==> src/rtl/ahb_ic_pkg.sv <==
// Shared AHB-Lite encodings, data-phase state type and select-width helper for the
// tile data bus interconnect.
package ahb_ic_pkg;

    localparam logic [1:0] HTRANS_IDLE   = 2'b00;
    localparam logic [1:0] HTRANS_BUSY   = 2'b01;
    localparam logic [1:0] HTRANS_NONSEQ = 2'b10;
    localparam logic [1:0] HTRANS_SEQ    = 2'b11;

    localparam logic HRESP_OKAY  = 1'b0;
    localparam logic HRESP_ERROR = 1'b1;

    typedef enum logic [1:0] {
        StIdle,
        StSlv,
        StErr1,
        StErr2
    } ic_state_e;

    // One extra code beyond the slave indices is reserved for "no slave selected".
    function automatic int unsigned sel_width(input int unsigned num_slaves);
        return $clog2(num_slaves + 1);
    endfunction

    function automatic logic xfer_active(input logic [1:0] htrans);
        logic act;
        case (htrans)
            HTRANS_NONSEQ, HTRANS_SEQ: act = 1'b1;
            HTRANS_IDLE, HTRANS_BUSY:  act = 1'b0;
            default:                   act = 1'b0;
        endcase
        return act;
    endfunction

endpackage

==> src/rtl/ahb_ic_watchdog.sv <==
// Per-transfer HREADY watchdog: counts stalled data-phase cycles and strobes abort
// on the last allowed wait cycle.
module ahb_ic_watchdog #(
    parameter int unsigned TimeoutCycles = 256
) (
    input  logic clk_i,
    input  logic rst_ni,
    input  logic start_i,
    input  logic wait_i,
    output logic abort_o
);

    localparam int unsigned CntW = $clog2(TimeoutCycles);
    localparam logic [CntW-1:0] CntLast = CntW'(TimeoutCycles - 1);

    logic [CntW-1:0] wait_cnt_q;

    assign abort_o = wait_i && (wait_cnt_q == CntLast);

    always_ff @(posedge clk_i) begin
        if (!rst_ni) begin
            wait_cnt_q <= '0;
        end else if (start_i || abort_o) begin
            wait_cnt_q <= '0;
        end else if (wait_i) begin
            wait_cnt_q <= wait_cnt_q + CntW'(1);
        end
    end

endmodule

==> src/rtl/ahb_lite_interconnect.sv <==
// Single-master AHB-Lite decoder and response mux with a built-in ERROR default slave,
// an HREADY timeout watchdog and a first-fault error log.
module ahb_lite_interconnect
    import ahb_ic_pkg::*;
#(
    parameter int unsigned NUM_SLAVES     = 8,
    parameter int unsigned ADDR_WIDTH     = 32,
    parameter int unsigned DATA_WIDTH     = 32,
    parameter logic [NUM_SLAVES*ADDR_WIDTH-1:0] SLAVE_BASE = {NUM_SLAVES{32'h0}},
    parameter logic [NUM_SLAVES*ADDR_WIDTH-1:0] SLAVE_MASK = {NUM_SLAVES{32'hFFFF0000}},
    parameter int unsigned TIMEOUT_CYCLES = 256,
    parameter bit          TIMEOUT_EN     = 1'b1,
    parameter logic [DATA_WIDTH-1:0] DEFAULT_RDATA = 32'hDEADBEEF
) (
    input  logic                             HCLK,
    input  logic                             HRESETn,
    input  logic [ADDR_WIDTH-1:0]            HADDR,
    input  logic [1:0]                       HTRANS,
    output logic [NUM_SLAVES-1:0]            HSEL_S,
    input  logic [NUM_SLAVES*DATA_WIDTH-1:0] HRDATA_S,
    input  logic [NUM_SLAVES-1:0]            HREADYOUT_S,
    input  logic [NUM_SLAVES-1:0]            HRESP_S,
    output logic [DATA_WIDTH-1:0]            HRDATA,
    output logic                             HREADY,
    output logic                             HRESP,
    output logic                             timeout_irq,
    output logic                             err_valid,
    output logic [ADDR_WIDTH-1:0]            err_addr,
    input  logic                             err_clear
);

    localparam int unsigned SelW = sel_width(NUM_SLAVES);
    localparam logic [SelW-1:0] SelNone = SelW'(NUM_SLAVES);

    ic_state_e             state_q;
    logic [SelW-1:0]       sel_q;
    logic [ADDR_WIDTH-1:0] addr_q;
    logic                  timeout_irq_q;
    logic                  err_valid_q;
    logic [ADDR_WIDTH-1:0] err_addr_q;

    logic [SelW-1:0]       dec_sel;
    logic                  dec_hit;
    logic [DATA_WIDTH-1:0] slv_rdata;
    logic                  slv_ready;
    logic                  slv_resp;
    logic                  addr_active;
    logic                  abort;
    logic                  fault;
    logic [ADDR_WIDTH-1:0] fault_addr;

    // Walk from the top index down so the lowest matching window overrides.
    always_comb begin
        dec_sel = SelNone;
        dec_hit = 1'b0;
        HSEL_S  = '0;
        for (int i = NUM_SLAVES - 1; i >= 0; i--) begin
            if ((HADDR & SLAVE_MASK[i*ADDR_WIDTH +: ADDR_WIDTH]) ==
                SLAVE_BASE[i*ADDR_WIDTH +: ADDR_WIDTH]) begin
                dec_sel   = SelW'(i);
                dec_hit   = 1'b1;
                HSEL_S    = '0;
                HSEL_S[i] = 1'b1;
            end
        end
    end

    always_comb begin
        slv_rdata = '0;
        slv_ready = 1'b1;
        slv_resp  = HRESP_OKAY;
        for (int i = 0; i < NUM_SLAVES; i++) begin
            if (sel_q == SelW'(i)) begin
                slv_rdata = HRDATA_S[i*DATA_WIDTH +: DATA_WIDTH];
                slv_ready = HREADYOUT_S[i];
                slv_resp  = HRESP_S[i];
            end
        end
    end

    always_comb begin
        HREADY = 1'b1;
        HRESP  = HRESP_OKAY;
        HRDATA = '0;
        unique case (state_q)
            StIdle: begin
                HREADY = 1'b1;
                HRESP  = HRESP_OKAY;
                HRDATA = '0;
            end
            StSlv: begin
                HREADY = slv_ready;
                HRESP  = slv_resp;
                HRDATA = slv_rdata;
            end
            StErr1: begin
                HREADY = 1'b0;
                HRESP  = HRESP_ERROR;
                HRDATA = DEFAULT_RDATA;
            end
            StErr2: begin
                HREADY = 1'b1;
                HRESP  = HRESP_ERROR;
                HRDATA = DEFAULT_RDATA;
            end
        endcase
    end

    generate
        if (TIMEOUT_EN) begin : g_wdog
            ahb_ic_watchdog #(
                .TimeoutCycles(TIMEOUT_CYCLES)
            ) u_wdog (
                .clk_i  (HCLK),
                .rst_ni (HRESETn),
                .start_i(HREADY),
                .wait_i (state_q == StSlv && !slv_ready),
                .abort_o(abort)
            );
        end else begin : g_no_wdog
            assign abort = 1'b0;
        end
    endgenerate

    // An abort only fires while HREADY is low, so it never coincides with an unmapped accept.
    assign addr_active = HREADY && xfer_active(HTRANS);
    assign fault       = (addr_active && !dec_hit) || abort;
    assign fault_addr  = abort ? addr_q : HADDR;

    always_ff @(posedge HCLK) begin
        if (!HRESETn) begin
            state_q       <= StIdle;
            sel_q         <= SelNone;
            addr_q        <= '0;
            timeout_irq_q <= 1'b0;
            err_valid_q   <= 1'b0;
            err_addr_q    <= '0;
        end else begin
            timeout_irq_q <= abort;
            if (HREADY) begin
                addr_q <= HADDR;
                if (addr_active && dec_hit) begin
                    state_q <= StSlv;
                    sel_q   <= dec_sel;
                end else if (addr_active) begin
                    state_q <= StErr1;
                    sel_q   <= SelNone;
                end else begin
                    state_q <= StIdle;
                    sel_q   <= SelNone;
                end
            end else begin
                case (state_q)
                    StErr1: state_q <= StErr2;
                    StSlv: begin
                        if (abort) begin
                            state_q <= StErr1;
                            sel_q   <= SelNone;
                        end
                    end
                    default: state_q <= state_q;
                endcase
            end
            // A fault in the same cycle as a clear starts a fresh log entry.
            if (fault && (!err_valid_q || err_clear)) begin
                err_valid_q <= 1'b1;
                err_addr_q  <= fault_addr;
            end else if (err_clear) begin
                err_valid_q <= 1'b0;
                err_addr_q  <= '0;
            end
        end
    end

    assign timeout_irq = timeout_irq_q;
    assign err_valid   = err_valid_q;
    assign err_addr    = err_addr_q;

endmodule
==> config.mk <==
export PLATFORM = sky130hd
export DESIGN_NAME = ahb_lite_interconnect
export DESIGN_NICKNAME = d
export VERILOG_FILES = /design/src/rtl/ahb_ic_pkg.sv /design/src/rtl/ahb_ic_watchdog.sv /design/src/rtl/ahb_lite_interconnect.sv
export SDC_FILE = /design/constraint.sdc
export NUM_CORES = 1
export LEC_CHECK = 0
export BUFFER_PORTS_ARGS = -buffer_cell sky130_fd_sc_hd__buf_4
export CAP_MARGIN = 25
export CELL_PAD_IN_SITES_DETAIL_PLACEMENT = 1
export CELL_PAD_IN_SITES_GLOBAL_PLACEMENT = 1
export CORE_AREA = 2 2 151 153
export DETAILED_ROUTE_END_ITERATION = 6
export DIE_AREA = 0 0 153 155
export HOLD_SLACK_MARGIN = 0.08
export PLACE_DENSITY_LB_ADDON = 0.1
export SKIP_LAST_GASP = 1
export SYNTH_ARGS = -nofsm -noshare
export SYNTH_HDL_FRONTEND = slang
export SYNTH_SLANG_ARGS = --single-unit
export TNS_END_PERCENT = 100
==> constraint.sdc <==
create_clock -name HCLK -period 2.9 [get_ports HCLK]
set_input_delay 0.58 -clock HCLK [delete_from_list [all_inputs] [get_ports HCLK]]
set_output_delay 0.58 -clock HCLK [all_outputs]
set_load 0.01 [all_outputs]
==> impl_metrics.tcl <==
set metrics [dict create \
    outcome "finished clean" \
    nets 890 \
    p_leak_nw 2.41 \
    synthDistinctLibCells 35 \
    synth_edf_count 0 \
    post-cts-setup-buffers 0 \
    synth_area_per_cell_um2 8.36 \
    synth_seq_cells 77 \
    yosysMostFrequentCell "nand2_1" \
    fin_tns_setup_ns 0 \
    drc 0 \
    synth_commonest_cells "nand2_1, dfxtp_1, a21oi_1" \
    gp_congestion 0.704 \
    cts_sinks 77 \
    worst_ep_required_time_ns 3.17 \
    ios 385 \
    nFillCells 2662 \
    grt_util_met1 0.142 \
    synthAdderAreaFrac 0.0167 \
    numPortBuffers 138 \
    power_switching_share 0.368 \
    totalWireLength_mm 13.7 \
    fin_crit_sh 0.888 \
    clk_pin_slew_ns 0.07 \
    powerDensity_nw_per_um2 766 \
    yosys.area.top_type_share 0.412 \
    die_h_um 155 \
    synth-async-reset-ratio 0 \
    cp-end-kind "flop" \
    rsz0062_at_grt "false" \
    p_int_w 0.00260 \
    numCtsBuffers 9 \
    synth_compound_area_frac 0.159 \
    drive_gt1_frac 0.351 \
    synth-simple-area-share 0.235 \
    yosysTopAreaCell "dfxtp_1" \
    drtIter0Drc 155 \
    rows 55 \
    power_frac_comb 0.388 \
    die_w_um 153 \
    syn_inst 447 \
    use_met2 0.187 \
    worstPathCellList "inv_1 > ha_1 > or3b_1 > or4_4 > o22ai_4 > buf_12 > nand2_1 > a21oi_1" \
    crit_fanout 32 \
    ir_drop_mv 0.321 \
    skew_ns 0.00753 \
    clk_latency_ns 0.34 \
    via_per_inst 4.17 \
    synth-main-ff-cell "dfxtp_1" \
    clock_power_share 0.278 \
    synth_area_leaders "dfxtp_1, nand2_1, mux2_2" \
    firstDrtPassIters 4 \
    vias 3614 \
    yosys_warnings 0 \
    postCtsHoldBufs 0 \
    setup_ws_ns 0.323 \
    first_global_vias 3829 \
    grt_usage 0.114 \
    htree_num_levels 3 \
    setup_violations 0 \
    hp-class "reg -> reg" \
    cts_tree "done" \
    grt_remaining_overflow 0 \
    hold-worst-slack_ns 0.454 \
    fmax_mhz 388 \
    synthMuxAreaShare 0.0964 \
    crit_arrival_ns 2.85 \
    cap_violations 0 \
    start_kind "flop" \
    max_stage_delay_ns 0.71 \
    crit_buf_inv 2 \
    path_class "reg -> reg" \
    dieArea_um2 23700 \
    cts_resized 0 \
    dpl_worst_slack_ns 0.230 \
    post-route-min-period_ns 2.58 \
    ant_nets 0 \
    synth_xor_area_frac 0.0141 \
    antenna_found_initial 0 \
    cts-root-buf "clkbuf_16" \
    hpwl_mm 9.51 \
    grt_max_degree 57 \
    seqPwrFrac 0.334 \
    hold_viol 0 \
    finalPower_w 0.00412 \
    use_met3 0.0387 \
    routedWlPerCell_um 15.8 \
    crit_family "simple AND/OR/NAND/NOR gates" \
    p_sw_w 0.00151 \
    cts_buffer_depth 2 \
    critPathSlowestCell "or4_4" \
    core_um2 22200 \
    synth_top_family_by_area "simple AND/OR/NAND/NOR gates" \
    synth-seq-area-share 0.412 \
    syn_area_um2 3740 \
    start_util 0.168 \
    syn2layout_area_growth_pct 43.8 \
    drv_slew 0 \
    n_antenna_cell 0 \
    grt-busiest-layer "met2" \
    grt_pass1_wl_mm 21.4 \
]
==> stage by stage <==
step / instances / util / instance area [um^2]
floorplan: 453 / - / 3760
global placement: 850 / 0.229 / 5080
detailed placement: 850 / 0.229 / 5080
CTS: 866 / 0.242 / 5380
global route: 866 / 0.242 / 5380
finish: 866 / 0.242 / 5380
==> state kept, by name (all words and copies together) (netlist names) <==
register / cells
addr_q: 32
err_addr: 32
g_wdog.u_wdog.wait_cnt_q: 8
state_q: 2
err_valid: 1
sel_q: 1
timeout_irq: 1
==> placed cells by master (no fill, tap or decap), drive strengths merged, types with 2 or more instances in the layout <==
master,instances
buf,152
nand2,105
dfxtp,77
a21oi,68
nand3b,32
mux2,32
a21o,26
nor2,14
clkbuf,11
and2,8
conb,7
ha,5
inv,5
nor4,4
nand3,4
nand4,3
xnor2,3
xor2,3
clkinvlp,3
nor3,3
nand2b,2
clkinv,2
==> power groups by stage <==
stage                     Clock (W)  Sequential, W  Combinational [W]
after global placement            0        0.00139            0.00163
after global routing        0.00123        0.00140            0.00179
after CTS                   0.00119        0.00138            0.00166
after floorplan                   0        0.00140           0.000883
final                       0.00114        0.00138            0.00160
after detailed placement          0        0.00140            0.00165
==> worst paths after layout <==
check,from,end,slack (ns),depth (start not counted)
hold reg to reg,addr_q[5],addr_q[5],0.45,2
hold / removal,addr_q[5],addr_q[5],0.45,2
setup reg to reg,state_q[1],err_addr[25],0.32,8
setup / recovery,state_q[1],err_addr[25],0.32,8
==> worst min-delay path: cells and delay by family, from the launching register on <==
kind            cells  cell delay, ns
flops               1            0.31
simple gates        1            0.05
compound gates      1            0.05
==> cell type report <==
| cell class | instances | area [um^2] | area share |
|---|---|---|---|
| sequential | 77 | 1540 | 0.287 |
| clock buffer | 11 | 233 | 0.0433 |
| multi-input combinational | 330 | 1980 | 0.369 |
| tap | 285 | 357 | 0.0663 |
| clock inverter | 5 | 61.3 | 0.0114 |
| inverter | 6 | 22.5 | 0.00419 |
| timing repair buffer | 152 | 1180 | 0.219 |
==> layer usage <==
metal  vias to the layer above  share of wire
met3                        13          0.078
met1                      1714           0.47
met5                         -              0
met4                         0          0.015
met2                       126           0.44
li1                       1761              -
==> cells by family (layout without fill, tap and decap cells) <==
kind of cell | count (synthesis) | count (layout)
compound gates | 99 | 99
xor+xnor | 6 | 6
fa+ha+maj | 5 | 5
buf+inv | 46 | 174
flops | 77 | 77
mux | 32 | 32
other cells | 1 | 7
simple gates | 181 | 181
Power figures use the tool's default switching activity.
